[config.mk]
export PLATFORM = sky130hd
export DESIGN_NAME = mem_lsu
export DESIGN_NICKNAME = d
export VERILOG_FILES = /design/src/rtl/mem_lsu.sv
export SDC_FILE = /design/constraint.sdc
export NUM_CORES = 1
export LEC_CHECK = 0
export BUFFER_PORTS_ARGS = -buffer_cell sky130_fd_sc_hd__buf_2
export CORE_MARGIN = 2
export CORE_UTILIZATION = 40
export CTS_CLUSTER_DIAMETER = 150
export DETAILED_ROUTE_END_ITERATION = 7
export PLACE_DENSITY = 0.7
export SYNTH_ARGS = -nofsm -noshare
export SYNTH_HDL_FRONTEND = slang
export SYNTH_SLANG_ARGS = --single-unit
[constraint.sdc]
create_clock -name clk -period 3.3 [get_ports clk]
set_input_delay 0.66 -clock clk [delete_from_list [all_inputs] [get_ports clk]]
set_output_delay 0.66 -clock clk [all_outputs]
set_load 0.05 [all_outputs]
[src/rtl/mem_lsu.sv]
// MIPS memory-access stage: loads, stores and LL/SC over a req/ack data bus.
// Define LLSC_EN to implement LL/SC with LLbit tracking; otherwise LL=LW, SC=SW writing 1.
module mem_lsu (
  input  logic        clk,
  input  logic        rst,
  input  logic        flush,
  input  logic [4:0]  ex_wd,
  input  logic        ex_wreg,
  input  logic [31:0] ex_wdata,
  input  logic [3:0]  ex_memop,
  input  logic [31:0] ex_mem_addr,
  input  logic [31:0] ex_reg2,
  input  logic        LLbit_i,
  input  logic        wb_LLbit_we,
  input  logic        wb_LLbit_value,
  output logic        bus_req,
  output logic        bus_we,
  output logic [31:0] bus_addr,
  output logic [3:0]  bus_sel,
  output logic [31:0] bus_wdata,
  input  logic        bus_ack,
  input  logic [31:0] bus_rdata,
  output logic [4:0]  mem_wd,
  output logic        mem_wreg,
  output logic [31:0] mem_wdata,
  output logic        mem_LLbit_we,
  output logic        mem_LLbit_value,
  output logic        adel,
  output logic        ades,
  output logic        stallreq
);

  localparam int unsigned RegBus = 32;

  localparam logic [3:0] OP_LB  = 4'd1;
  localparam logic [3:0] OP_LBU = 4'd2;
  localparam logic [3:0] OP_LH  = 4'd3;
  localparam logic [3:0] OP_LHU = 4'd4;
  localparam logic [3:0] OP_LW  = 4'd5;
  localparam logic [3:0] OP_SB  = 4'd6;
  localparam logic [3:0] OP_SH  = 4'd7;
  localparam logic [3:0] OP_SW  = 4'd8;
  localparam logic [3:0] OP_LL  = 4'd9;
  localparam logic [3:0] OP_SC  = 4'd10;

  typedef enum logic [1:0] {IDLE, REQ, DONE, DRAIN} state_t;

  state_t              state_q, state_d;
  logic [RegBus-1:0]   rdata_q;

  logic                is_load, is_store, is_ll, is_sc;
  logic                is_byte, is_half, is_signed;
  logic                misaligned, llbit_eff, sc_fail, bus_op;
  logic [3:0]          sel_c;
  logic [RegBus-1:0]   wdata_c, load_c;
  logic [7:0]          byte_c;
  logic [15:0]         half_c;

  // Opcode decode and access legality
  always_comb begin
    is_load   = 1'b0;
    is_store  = 1'b0;
    is_ll     = 1'b0;
    is_sc     = 1'b0;
    is_byte   = 1'b0;
    is_half   = 1'b0;
    is_signed = 1'b0;
    case (ex_memop)
      OP_LB:   begin is_load = 1'b1; is_byte = 1'b1; is_signed = 1'b1; end
      OP_LBU:  begin is_load = 1'b1; is_byte = 1'b1; end
      OP_LH:   begin is_load = 1'b1; is_half = 1'b1; is_signed = 1'b1; end
      OP_LHU:  begin is_load = 1'b1; is_half = 1'b1; end
      OP_LW:   is_load = 1'b1;
      OP_SB:   begin is_store = 1'b1; is_byte = 1'b1; end
      OP_SH:   begin is_store = 1'b1; is_half = 1'b1; end
      OP_SW:   is_store = 1'b1;
      OP_LL:   begin is_load = 1'b1; is_ll = 1'b1; end
      OP_SC:   begin is_store = 1'b1; is_sc = 1'b1; end
      default: ;
    endcase
    misaligned = is_half ? ex_mem_addr[0]
                         : ((is_load | is_store) & ~is_byte & (ex_mem_addr[1:0] != 2'b00));
    llbit_eff  = wb_LLbit_we ? wb_LLbit_value : LLbit_i;
`ifdef LLSC_EN
    sc_fail    = is_sc & ~llbit_eff;
`else
    sc_fail    = 1'b0;
`endif
    bus_op     = (is_load | is_store) & ~misaligned & ~sc_fail;
  end

`ifndef LLSC_EN
  logic unused_llsc;
  assign unused_llsc = ^{is_ll, llbit_eff};
`endif

  // Big-endian lane selection, store replication and load extension
  always_comb begin
    sel_c   = 4'b1111;
    wdata_c = ex_reg2;
    if (is_byte) begin
      sel_c   = 4'b1000 >> ex_mem_addr[1:0];
      wdata_c = {4{ex_reg2[7:0]}};
    end else if (is_half) begin
      sel_c   = ex_mem_addr[1] ? 4'b0011 : 4'b1100;
      wdata_c = {2{ex_reg2[15:0]}};
    end
    case (ex_mem_addr[1:0])
      2'b00:   byte_c = rdata_q[31:24];
      2'b01:   byte_c = rdata_q[23:16];
      2'b10:   byte_c = rdata_q[15:8];
      default: byte_c = rdata_q[7:0];
    endcase
    half_c = ex_mem_addr[1] ? rdata_q[15:0] : rdata_q[31:16];
    if (is_byte)
      load_c = is_signed ? {{24{byte_c[7]}}, byte_c} : {24'h0, byte_c};
    else if (is_half)
      load_c = is_signed ? {{16{half_c[15]}}, half_c} : {16'h0, half_c};
    else
      load_c = rdata_q;
  end

  // Next-state logic; an ack coinciding with flush retires the transfer outright
  always_comb begin
    state_d = state_q;
    case (state_q)
      IDLE:    if (bus_op && !flush) state_d = REQ;
      REQ: begin
        if (bus_ack)    state_d = flush ? IDLE : DONE;
        else if (flush) state_d = DRAIN;
      end
      DONE:    state_d = IDLE;
      DRAIN:   if (bus_ack) state_d = IDLE;
      default: state_d = IDLE;
    endcase
  end

  // State, captured read data and the registered bus command
  always_ff @(posedge clk or negedge rst) begin
    if (!rst) begin
      state_q   <= IDLE;
      rdata_q   <= '0;
      bus_req   <= 1'b0;
      bus_we    <= 1'b0;
      bus_sel   <= '0;
      bus_addr  <= '0;
      bus_wdata <= '0;
    end else begin
      state_q <= state_d;
      bus_req <= (state_d == REQ) || (state_d == DRAIN);
      if (state_q == REQ && bus_ack) rdata_q <= bus_rdata;
      if (state_q == IDLE && state_d == REQ) begin
        bus_we    <= is_store;
        bus_sel   <= sel_c;
        bus_addr  <= {ex_mem_addr[31:2], 2'b00};
        bus_wdata <= is_store ? wdata_c : '0;
      end
    end
  end

  // Write-back fields and pipeline control
  always_comb begin
    mem_wd          = ex_wd;
    mem_wreg        = ex_wreg;
    mem_wdata       = ex_wdata;
    mem_LLbit_we    = 1'b0;
    mem_LLbit_value = 1'b0;
    stallreq        = 1'b0;
    adel            = 1'b0;
    ades            = 1'b0;
    case (state_q)
      IDLE: begin
        if (is_load || is_store) begin
          mem_wreg = 1'b0;
          if (misaligned) begin
            adel = is_load;
            ades = is_store;
          end else if (sc_fail) begin
            mem_wreg  = 1'b1;
            mem_wdata = '0;
          end else begin
            stallreq = ~flush;
          end
        end
      end
      REQ, DRAIN: begin
        stallreq = 1'b1;
        mem_wreg = 1'b0;
      end
      DONE: begin
        if (is_load) begin
          mem_wreg  = ex_wreg;
          mem_wdata = load_c;
        end else if (is_sc) begin
          mem_wreg  = 1'b1;
          mem_wdata = 32'd1;
        end else begin
          mem_wreg  = 1'b0;
          mem_wdata = '0;
        end
`ifdef LLSC_EN
        mem_LLbit_we    = is_ll | is_sc;
        mem_LLbit_value = is_ll;
`endif
      end
      default: ;
    endcase
    if (!rst) begin
      mem_wd          = '0;
      mem_wreg        = 1'b0;
      mem_wdata       = '0;
      mem_LLbit_we    = 1'b0;
      mem_LLbit_value = 1'b0;
      stallreq        = 1'b0;
      adel            = 1'b0;
      ades            = 1'b0;
    end
  end

endmodule

== Yosys cells after proc, flatten, opt, wreduce, memory -nomap -nowiden ==
Index checks and enable logic that the tools add are counted.

* Register bits after elaboration: 102
* Bits of input ports: 145
* Output and inout bits: 113
* Word-level logic and storage cells: 94

* Eq/ne operators: 17
* Shifts and indexed selects: 1
* Muxes and demuxes: 47
* Bitwise gates (word level): 7
* Reductions and logical operators: 15

{| class="wikitable"
|+ Operators by type and width
! kind !! count
|-
| two-way mux 32 bit || 10
|-
| case mux 8 bit (3 select lines) || 1
|-
| two-way mux 1 bit || 23
|-
| equality test 4 x 3 -> 1 bit, second input constant || 4
|-
| two-way mux 16 bit || 1
|-
| equality test 4 bit, second input constant || 3
|-
| two-way mux 4 bit || 3
|-
| two-way mux 2 bit || 5
|-
| equality test 2 bit, second input constant || 4
|-
| equality test 4 x 2 -> 1 bit, second input constant || 2
|-
| case mux 2 bit (4 select lines) || 1
|-
| equality test 2 x 1 -> 1 bit, second input constant || 3
|-
| OR reduction 3 bit || 2
|-
| OR reduction 6 bit || 1
|-
| two-way mux 5 bit || 1
|-
| equality test 4 x 1 -> 1 bit, second input constant || 1
|-
| logical NOT 2 bit || 2
|-
| OR reduction 2 bit || 2
|-
| OR reduction 4 bit || 1
|-
| right shift 4 x 2 -> 4 bit, first input constant || 1
|-
| AND 1 bit || 3
|-
| logical AND 1 bit || 3
|-
| inverter 1 bit || 3
|-
| case mux 1 bit (3 select lines) || 1
|-
| other kinds (5) || 6
|}

== Longest topological paths before layout ==
* Word-level depth: 14
* Mapped depth: 8
* Depth with buffers taken out: 5

== Least setup slack after synthesis ==
Ideal clock, no wire load.

* Path kind: input -> output
* Start: input port ex_memop[2]
* End: output port ades
* Arrival time: 3212 ps
* Slack: -572 ps
* Stages: 5
* Buffers on the path: 1
* Path through: buf_2 > or3b_1 > o32ai_1 > a311oi_4 > nor4b_1

* Word-level cells in the longest chain between the ends: 11
* Elaborated cells on any way between the ends: 28
* Those cells by class: 10 x eq/ne; 9 x mux; 4 x bitwise; 5 x reduce/logical

{| class="wikitable"
|+ RTL lines
! what !! RTL line !! RTL
|-
| from (decl) || 10 || <nowiki>input logic [3:0] ex_memop,</nowiki>
|-
| equality test 4 x 2 -> 1 bit, or another cell as far along || 68 || <nowiki>case (ex_memop)</nowiki>
|-
| OR reduction 6 bit (no source line), or another cell as far along || n/a ||
|-
| two-way mux 1 bit || 68 ||
|-
| bitwise OR 1 bit or inverter 1 bit (tied branches) || 82 || <nowiki>: ((is_load | is_store) & ~is_byte & (ex_mem_addr[1:0] != 2'b00));</nowiki>
|-
| AND 1 bit (2 in a row) || 82 ||
|-
| two-way mux 1 bit || 81 || <nowiki>misaligned = is_half ? ex_mem_addr[0]</nowiki>
|-
| two-way mux 1 bit || 175 || <nowiki>if (misaligned) begin</nowiki>
|-
| two-way mux 1 bit (*) || 173 || <nowiki>if (is_load || is_store) begin</nowiki>
|-
| two-way mux 1 bit (*) || 171 || <nowiki>case (state_q)</nowiki>
|-
| two-way mux 1 bit (*) || 208 || <nowiki>if (!rst) begin</nowiki>
|-
| to (decl) || 29 || <nowiki>output logic ades,</nowiki>
|}

Mark *: on every way between the ends. The rest lies on a longest branch, timed or not.

== Worst setup path after layout ==
* Start: input port ex_memop[0]
* End: output port mem_wdata[20]

* Word-level cells in the longest chain between the ends: 9
* Elaborated cells on any way between the ends: 23
* Those cells by class: 8 x eq/ne; 11 x mux; 4 x reduce/logical

{| class="wikitable"
|+ RTL lines
! what !! RTL line !! RTL
|-
| equality test 4 x 2 -> 1 bit or equality test 4 x 1 -> 1 bit (tied branches) || 68 ||
|-
| OR reduction 2 bit (no source line) || n/a ||
|-
| two-way mux 1 bit || 68 ||
|-
| two-way mux 32 bit || 118 || <nowiki>load_c = is_signed ? {{16{half_c[15]}}, half_c} : {16'h0, half_c};</nowiki>
|-
| two-way mux 32 bit || 117 || <nowiki>else if (is_half)</nowiki>
|-
| two-way mux 32 bit || 115 || <nowiki>if (is_byte)</nowiki>
|-
| two-way mux 32 bit (*) || 191 || <nowiki>if (is_load) begin</nowiki>
|-
| two-way mux 32 bit (*) || n/a ||
|-
| two-way mux 32 bit (*) || 208 ||
|-
| to (decl) || 25 || <nowiki>output logic [31:0] mem_wdata,</nowiki>
|}

Marked as above.

==> results.md <==
- The flow ran to the end, and the final reports show no timing, DRC or antenna violations.
- Across all layers, the routed design uses 5121 vias.
- The root buffer cell chosen for the clock tree is sky130_fd_sc_hd__clkbuf_16.
- The maximum level of the CTS H-tree is 3.
- In the routed design, unresolved DRC markers number 0.
- Across the run, the number of max-cap violations was 0.
- For this run, the number of Yosys warnings is 0.
- In the routed layout, each cell is associated on average with a via count of 5.50.
- The maximum number of pins on one net before global-route repair is 79.
- Overall power consumption after layout is estimated at 0.00574 W.
- For this block, the routed nets add up to around 17 mm of wire.
- Between clock sinks in the finished design, the worst skew comes to ~0.0038 ns.
- For this configuration, the core starts out at a cell density of 0.406.
- After synthesis the cells add up to 5570 µm².
- The headroom to the max-slew limit is 0.332.
- The area of the core is between 10000 and 15000 µm².
- The analysis attributes to cell leakage a power of 3.62 nW.
- Data on the critical path arrives at its endpoint at ~2.5 ns.
- Summed over all nets, the half-perimeter wirelength after detailed placement is 13.1 mm.
- For the finished layout, the period the worst path requires is 3.20 ns.
- The wire length of the first global-routing pass is 26.3 mm.
- The clock drives 102 sinks.
- Leaving out fill and tap cells, the most frequent cell in the layout is sky130_fd_sc_hd__buf_2.
- In this run, CTS created clock tree buffers numbering 9.
- The achievable clock frequency is 0.312 GHz.
- Buffers inserted to repair hold after CTS numbered 0.
- In the global route stage, overall resource usage came out at 0.230.
- The count of unique library cells instantiated by Yosys is 59.
- The number of register bits inferred by synthesis is 102.
- The worst vdd rail ir drop is 517 µV.
- After the first detailed-routing iteration, the DRC count stood at 288.
- The endpoint required time on the critical path is between 2 and 3 ns.
- The instance count of the mapped netlist is approximately 500.
- Dividing the synthesized area by the synthesized cell count gives 11.1 µm².
- Routability-driven placement finished with a final weighted congestion of 0.893.
- The prevailing post-synth register cell is sky130_fd_sc_hd__dfrtp_1.
- Relative to the synthesized area, the layout overhead comes to 32.4%.
- Measured along the y axis, the die boundary spans 122 µm.
- The first detailed-routing pass took 6 iterations.
- After clock tree synthesis, the clock-pin slew on the worst setup and hold paths is 0.07 ns.
- The worst slack on hold paths is 0.342 ns.
- The startpoint identified for the worst register-to-register timing path is state_q[1].
- The critical path is of the input port to output pin type.
- For the pin with the worst max-slew slack, the measured transition is 1.00 ns.
- The class of the worst hold path is input port to async pin.
- The start point of the critical path is ex_memop[0].
- The non-filler instance count after layout is a little over 900.
- The wire length per cell after detailed routing is 18.6 µm.
- Counting along the longest clock path gives a buffer depth of 2.
- The total inserted antenna cells is 0.
- STA classifies the critical path startpoint as an input port.
- The x dimension of the die is 122 µm.
- The top cell types in the final layout, fill and taps aside, are sky130_fd_sc_hd__buf_2 (248), sky130_fd_sc_hd__dfrtp_1 (101), sky130_fd_sc_hd__mux2_2 (54), sky130_fd_sc_hd__o21ai_0 (38), sky130_fd_sc_hd__nand2_1 (34).
- Setup violations remaining at the end of the flow were counted as 0.
- The largest fanout on the critical path is 21.
- The ratio of final minimum period to clock period is 0.970.
- The number of enable flip-flop cells after synthesis is 0.
- Counting flops with an async set or reset pin after synthesis yields a share of 1.00.
- The cell count after placement is 916.
- The sequential share of the synthesized area is 0.459.
- The clock reaches the later pin of the worst-skew pair after 0.35 ns.
- The initialized floorplan defines 43 standard-cell rows.
- During placement, the flow inserted port buffers numbering 250.
- In this run the power density over the cells is 779 nW/µm².
- STA classifies the critical path endpoint as an output pin.
- For this run the aggregate overflow at the end of global routing stands at 0.
- For this run, the post-layout net count is 892.
- The CTS tree is yes.
- The number of antenna violations at the first check in global routing is 1.
- The minimum setup slack among reg-to-reg paths is 1.39 ns.
- The total count of hold-check failures in the final report came to 0.
- The count of antenna-violating nets left after detailed routing is 0.
- The final-report max-slew violation count came to 0.
- The die covers 14900 µm².
- The via count of the first global-routing pass is ~5.1k.
- The number of ports placed on the die boundary is 258.
- In the final layout, the share of cells above drive strength 1 is 0.503.
==> metrics by stage <==
step / util / setup TNS (ns) / worst slack [ns] / area (µm²)
finish: 0.537 / 0 / 0.0988 / 7370
global placement: 0.516 / 0 / 0.0642 / 7080
CTS: 0.536 / 0 / 0.0599 / 7350
detailed placement: 0.516 / -0.000653 / -0.000653 / 7080
floorplan: - / -7.88 / -0.463 / 5600
global route: 0.537 / -0.0189 / -0.0184 / 7370
==> what timing repair did <==
item | in CTS | in global routing
gates resized for setup | 1 | 4
hold endpoints to repair | 0 | 0
setup buffers | 0 | 0
gates cloned | 0 | 0
setup endpoints to repair | 10 | 16
==> critical path, cell delays in order <==
cell and delay, ns:
sky130_fd_sc_hd__buf_2 0.09, sky130_fd_sc_hd__buf_4 0.24, sky130_fd_sc_hd__clkinv_1 0.14, sky130_fd_sc_hd__o31ai_2 0.33, sky130_fd_sc_hd__o21ai_2 0.12, sky130_fd_sc_hd__a311o_2 0.45
sky130_fd_sc_hd__o21ai_0 0.22, sky130_fd_sc_hd__buf_2 0.29
==> cells in the mapped netlist, drive strengths merged (2+ instances only) <==
cell	n	share of area
a21boi	2	0.0027
a21o	2	0.0027
a21oi	11	0.011
a22o	8	0.013
a22oi	8	0.011
and2	9	0.010
and3	2	0.0022
buf	25	0.028
clkbuf	17	0.011
dfrtp	102	0.46
inv	4	0.0027
mux2	65	0.14
mux2i	25	0.045
mux4	8	0.032
nand2	34	0.023
nand2b	3	0.0034
nand3	2	0.0018
nand3b	3	0.0040
nand4	2	0.0049
nor2	26	0.018
nor2b	6	0.0067
nor3	11	0.0099
o21ai	48	0.044
o221ai	8	0.013
o22a	8	0.013
o22ai	9	0.010
o2bb2ai	25	0.039
or3	7	0.0079
xnor2	2	0.0031
==> layer usage <==
layer	routed length [µm]	GRT usage	up-vias
li1	-	-	2341
met1	6880	0.290	2491
met2	8460	0.381	241
met3	1320	0.0562	46
met4	595	0.0920	2
met5	16	0	-
==> worst paths after layout <==
check	end	cells after the start
worst max-delay path	mem_wdata[20]	8
worst min-delay path	bus_addr[18]	2
worst max register to register	bus_addr[9]	4
worst min register to register	bus_we	1
max in group asynchronous	state_q[1]	2
min in group clk	bus_we	1
==> state kept, by name, summed over array words and instances, names as in the netlist <==
signal	count
bus_wdata	32
state_q	2
bus_req	1
bus_addr	30
rdata_q	32
bus_we	1
bus_sel	4
==> cell families (layout without fill, tap and decap cells) <==
kind of cell,after synthesis,count (layout),synth area share
other cells,1,4,0.000674
simple gates,112,112,0.103
mux,98,98,0.216
xor+xnor,3,3,0.00472
flops,102,102,0.459
buf+inv,47,294,0.0425
compound gates,138,138,0.175
==> report_power, final <==
part           switching, W  leakage, nW  internal (W)
clock              0.000472        0.134      0.000534
combinational       0.00174         2.24      0.000902
sequential         0.000368         1.25       0.00172
total               0.00258         3.62       0.00316
==> final cells by class <==
| cell class | count | area, µm² |
|---|---|---|
| Inverter | 5 | 18.8 |
| Tap cell | 180 | 225 |
| Fill cell | 1228 | 6350 |
| Clock buffer | 11 | 243 |
| Timing Repair Buffer | 274 | 1460 |
| Clock inverter | 4 | 32.5 |
| Multi-Input combinational cell | 355 | 2830 |
| Sequential cell | 102 | 2550 |
(Power assumes the default switching activity.)
